**config.mk**
```make
export PLATFORM = sky130hd
export DESIGN_NAME = icg_ctrl
export DESIGN_NICKNAME = d
export VERILOG_FILES = /design/src/rtl/icg_ctrl.sv
export SDC_FILE = /design/constraint.sdc
export NUM_CORES = 1
export LEC_CHECK = 0
export ABC_CLOCK_PERIOD_IN_PS = 2000
export BUFFER_PORTS_ARGS = -buffer_cell sky130_fd_sc_hd__buf_2
export CAP_MARGIN = 20
export CORE_UTILIZATION = 59
export CTS_BUF_LIST = sky130_fd_sc_hd__clkbuf_4 sky130_fd_sc_hd__clkbuf_8
export DETAILED_ROUTE_END_ITERATION = 16
export PLACE_DENSITY = 0.86
export SETUP_SLACK_MARGIN = 0.15
export SLEW_MARGIN = 5
export SYNTH_ARGS = -nofsm -noshare
export SYNTH_HDL_FRONTEND = slang
export SYNTH_SLANG_ARGS = --single-unit
```
**constraint.sdc**
```tcl
create_clock -name CLK -period 2 [get_ports CLK]
set_clock_uncertainty 0.05 [all_clocks]
set_input_delay 0.1 -clock CLK [delete_from_list [all_inputs] [get_ports CLK]]
set_output_delay 0.1 -clock CLK [all_outputs]
set_load 0.01 [all_outputs]
```
**src/rtl/icg_ctrl.sv**
```systemverilog
`default_nettype none
// ----------------------------------------------------------------------------
// icg_ctrl : automatic ICG enable controller (idle gating, timed wake, scan
//            override). Optional ICG_CTRL_STATS_EN adds the GATED_CNT counter.
// Revision : 1.0
// ----------------------------------------------------------------------------
module icg_ctrl #(
  parameter int IDLE_CYCLES = 16,
  parameter int WAKE_CYCLES = 2
) (
  input  logic        CLK,
  input  logic        RN,
  input  logic        BUSY,
  input  logic        REQ,
  input  logic        SCAN_MODE,
  output logic        E,
  output logic        GNT,
  output logic        GATED
`ifdef ICG_CTRL_STATS_EN
  ,
  output logic [15:0] GATED_CNT
`endif
);

  localparam int IW = $clog2(IDLE_CYCLES + 1);
  localparam logic [IW-1:0] IDLE_LAST = IW'(IDLE_CYCLES - 1);
  localparam logic [3:0]    WAKE_LAST = 4'(WAKE_CYCLES - 1);

  typedef enum logic [1:0] {
    ST_RUN   = 2'd0,
    ST_GATED = 2'd1,
    ST_WAKE  = 2'd2
  } state_t;

  state_t          state_q, state_d;
  logic [IW-1:0]   idle_q, idle_d;
  logic [3:0]      wake_q, wake_d;
  logic            e_q, gnt_q, gated_q;

  always_ff @(posedge CLK or negedge RN) begin
    if (!RN) begin
      state_q <= ST_RUN;
      idle_q  <= '0;
      wake_q  <= '0;
      e_q     <= 1'b1;
      gnt_q   <= 1'b1;
      gated_q <= 1'b0;
    end else begin
      state_q <= state_d;
      idle_q  <= idle_d;
      wake_q  <= wake_d;
      // Outputs come straight from flops, decoded from the next state.
      e_q     <= (state_d != ST_GATED);
      gnt_q   <= (state_d == ST_RUN);
      gated_q <= (state_d == ST_GATED);
    end
  end

  always_comb begin
    state_d = state_q;
    idle_d  = idle_q;
    wake_d  = wake_q;
    if (SCAN_MODE) begin
      state_d = ST_RUN;
      idle_d  = '0;
      wake_d  = '0;
    end else begin
      case (state_q)
        ST_RUN: begin
          if (BUSY || REQ) begin
            idle_d = '0;
          end else if (idle_q == IDLE_LAST) begin
            state_d = ST_GATED;
            idle_d  = '0;
          end else begin
            idle_d = idle_q + 1'b1;
          end
        end
        ST_GATED: begin
          if (REQ) begin
            state_d = ST_WAKE;
            wake_d  = '0;
          end
        end
        ST_WAKE: begin
          if (wake_q == WAKE_LAST) begin
            state_d = ST_RUN;
            wake_d  = '0;
          end else begin
            wake_d = wake_q + 1'b1;
          end
        end
        default: begin
          state_d = ST_RUN;
          idle_d  = '0;
          wake_d  = '0;
        end
      endcase
    end
  end

  // Scan override is the only combinational term on E.
  assign E     = e_q | SCAN_MODE;
  assign GNT   = gnt_q;
  assign GATED = gated_q;

`ifdef ICG_CTRL_STATS_EN
  logic [15:0] gated_cnt_q;

  always_ff @(posedge CLK or negedge RN) begin
    if (!RN) begin
      gated_cnt_q <= '0;
    end else if (state_q == ST_GATED && gated_cnt_q != 16'hFFFF) begin
      gated_cnt_q <= gated_cnt_q + 16'd1;
    end
  end

  assign GATED_CNT = gated_cnt_q;
`endif

endmodule
`default_nettype wire

```
Word level (Yosys, flattened, before mapping)

Cells that the tools add are included.

$add $sub $neg: 2
Equal/unequal tests: 9
Multiplexer cells: 14
Bitwise gates (word level): 1
Reduce and logical (&&, ||, !) cells: 5

Operators with widths:

| kind                  | count |
|---|---|
| $mux W5               | 3 |
| $mux W4               | 3 |
| $pmux W4 S3           | 1 |
| $mux W2               | 5 |
| $pmux W5 S2           | 1 |
| $pmux W2 S3           | 1 |
| $add A5 B1 Y5 const B | 1 |
| $eq A5 B4 Y1 const B  | 1 |
| $add A4 B1 Y4 const B | 1 |
| $eq A2 B1 Y1 const B  | 2 |
| $eq A4 B1 Y1 const B  | 1 |
| $logic_not A2 Y1      | 2 |
| $ne A2 B1 Y1 const B  | 2 |
| $ne A3 B3 Y1 const B  | 1 |
| $eq A2 B2 Y1 const B  | 1 |
| $ne A2 B2 Y1 const B  | 1 |
| $reduce_and A2 Y1     | 1 |
| $reduce_or A2 Y1      | 1 |
| $logic_or A1 B1 Y1    | 1 |
| $or A1 B1 Y1          | 1 |

Bits in registers: 14
Bits of input ports: 5
Output and inout port bits: 3
Word-level logic and storage cells: 37

Logic depth before layout (Yosys ltp)

Word-level depth: 6
Gate-level depth with buffers: 6

Least setup slack after synthesis

Ideal clock, no wire load.

Kind: reg-to-reg
Start point: reg state_q[0]
End point: reg idle_q[3]
Library setup time: 82 ps
Data arrival time: 1587 ps
Slack: 281 ps
Stages on the path, launching flop included: 7
Period minus slack after synthesis: 1719 ps
Path through: dfrtp_1 inv_1 ha_1 nor3b_4 o21ai_2 or4_1 a31oi_1

Word-level cells in the longest chain between the ends: 4
Elaborated cells between the ends (all ways): 7
Classes of those cells: eq/ne (3); mux (2); reduce/logical (2)

Ends and longest elaborated chain:

| element                                      | RTL line | RTL |
|---|---|---|
| from (decl)                                  | 35       | `state_t state_q, state_d;` |
| from (signal assigned)                       | 49       | `state_q <= state_d;` |
| $eq A2 B2 Y1 or $eq A2 B1 Y1 (tied branches) | 68       | `case (state_q)` |
| $reduce_or A2 Y1 (no line)                   | --       |  |
| $pmux W5 S2                                  | 68       |  |
| $mux W5                                      | 63       | `if (SCAN_MODE) begin` |
| to (signal assigned)                         | 50       | `idle_q <= idle_d;` |
| to (decl)                                    | 36       | `logic [IW-1:0] idle_q, idle_d;` |

Parallel ways exist; a longest one is shown, timed or not.
A chain may end at the register's enable or synchronous reset.

Worst setup path in the final report

Start point: reg wake_q[0]
End point: reg wake_q[3]

Word-level cells in the longest chain between the ends: 4
Elaborated cells between the ends (all ways): 5
Classes of those cells: add/sub (1); eq/ne (1); mux (3)

Ends and longest elaborated chain:

| element                                       | RTL line | RTL |
|---|---|---|
| from (decl)                                   | 37       | `logic [3:0] wake_q, wake_d;` |
| from (signal assigned)                        | 51       | `wake_q <= wake_d;` |
| $add A4 B1 Y4 or $eq A4 B1 Y1 (tied branches) | 90, 86   |  |
| $mux W4 *                                     | 86       | `if (wake_q == WAKE_LAST) begin` |
| $pmux W4 S3 *                                 | 68       |  |
| $mux W4 *                                     | 63       |  |

Mark *: on every way between the ends. The rest lies on a longest branch, timed or not.

==> results_dict.tcl <==
set metrics [dict create \
    vias_per_cell 5.973 \
    vdd_drop_max_mv 0.4326 \
    synth_area_leader_cell "dfrtp_1" \
    detail-route-antenna-nets 0 \
    routed_wl_um 1691 \
    hold_class "primary input to flop" \
    drv_slew 0 \
    reg2reg_slack_ns 0.19 \
    cts_root_buffer "clkbuf_4" \
    port_buffers 7 \
    syn_area_sq_um 818.3 \
    p_leak_uw 0.0004090 \
    drt_iter0_drc 4 \
    drive_above_1_share_pct 28.42 \
    ys_top_cells_by_area "dfrtp_1 (37%), ha_1 (11%), dfstp_2 (6.4%), a21oi_1 (5.5%), nor2b_1 (3.8%)" \
    h-tree-depth 1 \
    ys_seq_area_share_pct 43.12 \
    synthArstFlopShare_pct 100.0 \
    max_slew_margin_pct 71.82 \
    areaGrowthSynthToFinish_pct 18.96 \
    pre_cts_ws_ns 0.1425 \
    min_from "SCAN_MODE" \
    fin_tns_setup_ns 0 \
    reg2reg_depth 5 \
    synth_cell_type_count 28 \
    netlist_instances 81 \
    yosys_warnings 0 \
    nets 108 \
    r2r_start "wake_q[0]" \
    cp-start-kind "flop" \
    fin_crit_ns 1.806 \
    min_period_over_period_pct 90.29 \
    swShare_pct 21.10 \
    crit_path_end_kind "flop" \
    cts.sinks 14 \
    antenna_found_initial 0 \
    setup_viol 0 \
    num_antenna_cells 0 \
    p_sw_uw 108.8 \
    synth_edf_count 0 \
    cp_data_arrival_time_ns 1.96 \
    core_sq_um 1301 \
    power.density_nw_per_um2 529.4 \
    p_int_uw 406.6 \
    pwr-share-clk_pct 38.7 \
    cts_buffers 3 \
    hpwl_um 1177 \
    cts_tree "yes" \
    max_freq_mhz 553.8 \
    pwr-share-comb_pct 6.0 \
    die_x_um 39.24 \
    grt_pass1_wl_um 2283 \
    clock_latency_ns 0.28 \
    first_global_vias 558 \
    start_util_pct 62.88 \
    tightest_slew_ns 0.4181 \
    firstDrtPassIters 4 \
    synth_fp_nets 93 \
    vias 657 \
    dieHeight_um 39.24 \
    r2r-end "wake_q[3]" \
    rsz0062_at_grt "true" \
    place_congestion 0.7214 \
    whs_endpoint "idle_q[2]" \
    worst_slack_ns 0.1942 \
    drt-wirelength-per-cell_um 15.37 \
    grt_max_degree 15 \
    clkTransAtPathRegs_ns 0.08 \
    cap_violations 0 \
    syn_avg_cell_area_sq_um 10.10 \
    fp-row-count 13 \
    worstPathRequired_ns 2.15 \
    overflow 0 \
    outcome "complete, no violations" \
    yosys_register_bits 14 \
    io_pins 8 \
    die_area_sq_um 1540 \
    drc 0 \
    seqPwrFrac_pct 55.3 \
    hold_viol 0 \
    clock_path_buffers 2 \
    worstSetupPathType "flop to flop" \
    crit_path_max_fanout 5 \
    synth_top_area_share_pct 36.70 \
    grt_use_total_pct 23.36 \
    hold_depth 2 \
    synth_ff_type "dfrtp_1" \
]
-- timing repair --
action,4_1_cts,5_1_grt
hold buffers,1,0
setup endpoints to repair,2,4
gates resized for setup,0,6
pin swaps,1,3
buffers inserted,1,3
gates cloned,0,0
hold endpoints to repair,14,0
-- per-layer routing --
| layer | vias to the layer above | wire length, um | track usage [%] |
|---|---|---|---|
| met2 | 16 | 836 | 40.00 |
| met1 | 316 | 745 | 26.37 |
| met5 | - | 0 | 0 |
| li1 | 320 | - | - |
| met4 | 0 | 39 | 12.93 |
| met3 | 5 | 70 | 5.202 |
-- worst max-delay path by stage --
| stage | startpoint | endpoint | cells after the start |
|---|---|---|---|
| 4_1_cts | state_q[0] | idle_q[3] | 6 |
| 3_3_place_gp | state_q[0] | idle_q[3] | 6 |
| 5_1_grt | state_q[1] | GATED | 7 |
| 2_1_floorplan | state_q[0] | idle_q[3] | 6 |
| 6_report | wake_q[0] | wake_q[3] | 5 |
| 3_5_place_dp | state_q[0] | GATED | 6 |
-- cell type report --
| type | count | area [sq um] |
|---|---|---|
| fill | 82 | 327.8 |
| multi-input combinational | 61 | 475.5 |
| tap | 15 | 18.77 |
| clock buffer | 4 | 36.28 |
| sequential | 14 | 352.8 |
| inverter | 4 | 15.01 |
| timing repair buffer | 12 | 75.07 |
-- worst max-delay path: stages (launching register included) --
cell and delay (ns):
dfrtp_1 0.44, ha_1 0.23, or3b_1 0.19, nand2_1 0.13, or4_1 0.52, a31oi_1 0.17
-- cells in the final DEF (no fill, tap or decap), types with 3 or more instances in the layout --
| master | instances |
|---|---|
| dfrtp_1 | 12 |
| a21oi_1 | 9 |
| nand2_1 | 8 |
| buf_2 | 7 |
| ha_1 | 6 |
| nand3_1 | 5 |
| nor2b_1 | 5 |
| buf_4 | 4 |
| or3_1 | 3 |
| o21ai_0 | 3 |
| clkbuf_4 | 3 |
-- logic make-up after synthesis --
kind of cell	count (synthesis)	synth area share, %
AND/OR/NAND/NOR	34	25.23
flip-flops	14	43.12
AO/OA/AOI/OAI	20	18.20
buffers and inverters	6	2.752
adder cells (fa/ha/maj)	7	10.70
-- stage by stage --
stage	area, sq um	cells	total power, uW	hold WS (ns)	utilization (%)
3_3_place_gp	864.6	101	315.0	-0.04345	66.44
2_1_floorplan	818.3	81	300.9	-0.2456	-
4_1_cts	918.4	107	518.3	0.1228	70.58
5_1_grt	973.4	110	534.5	0.1534	74.81
3_5_place_dp	864.6	101	315.8	-0.04769	66.44
6_report	973.4	110	515.4	0.1427	74.81
-- synthesized netlist by cell type, types with 2 or more instances --
library cell  number
clkbuf_1           2
nor2b_1            5
dfstp_2            2
a31oi_1            2
or4_1              2
or3_1              3
ha_1               7
nor2_1             2
inv_1              4
nand2_1            8
dfrtp_1           12
nor3b_1            2
o21ai_0            3
a21oi_1            9
nand3_1            5
-- flip-flops by register name, indices dropped and copies added, names as in the netlist --
name / count
GATED: 1
GNT: 1
e_q: 1
idle_q: 5
state_q: 2
wake_q: 4
-- power groups by stage --
stage          clock, uW  combinational (uW)  sequential, uW
2_1_floorplan          0                10.5             290
3_3_place_gp           0                24.6             290
3_5_place_dp           0                25.2             291
4_1_cts              205                28.4             285
5_1_grt              215                33.9             285
6_report             199                31.1             285
No activity file was read; power rests on OpenSTA's default activity.
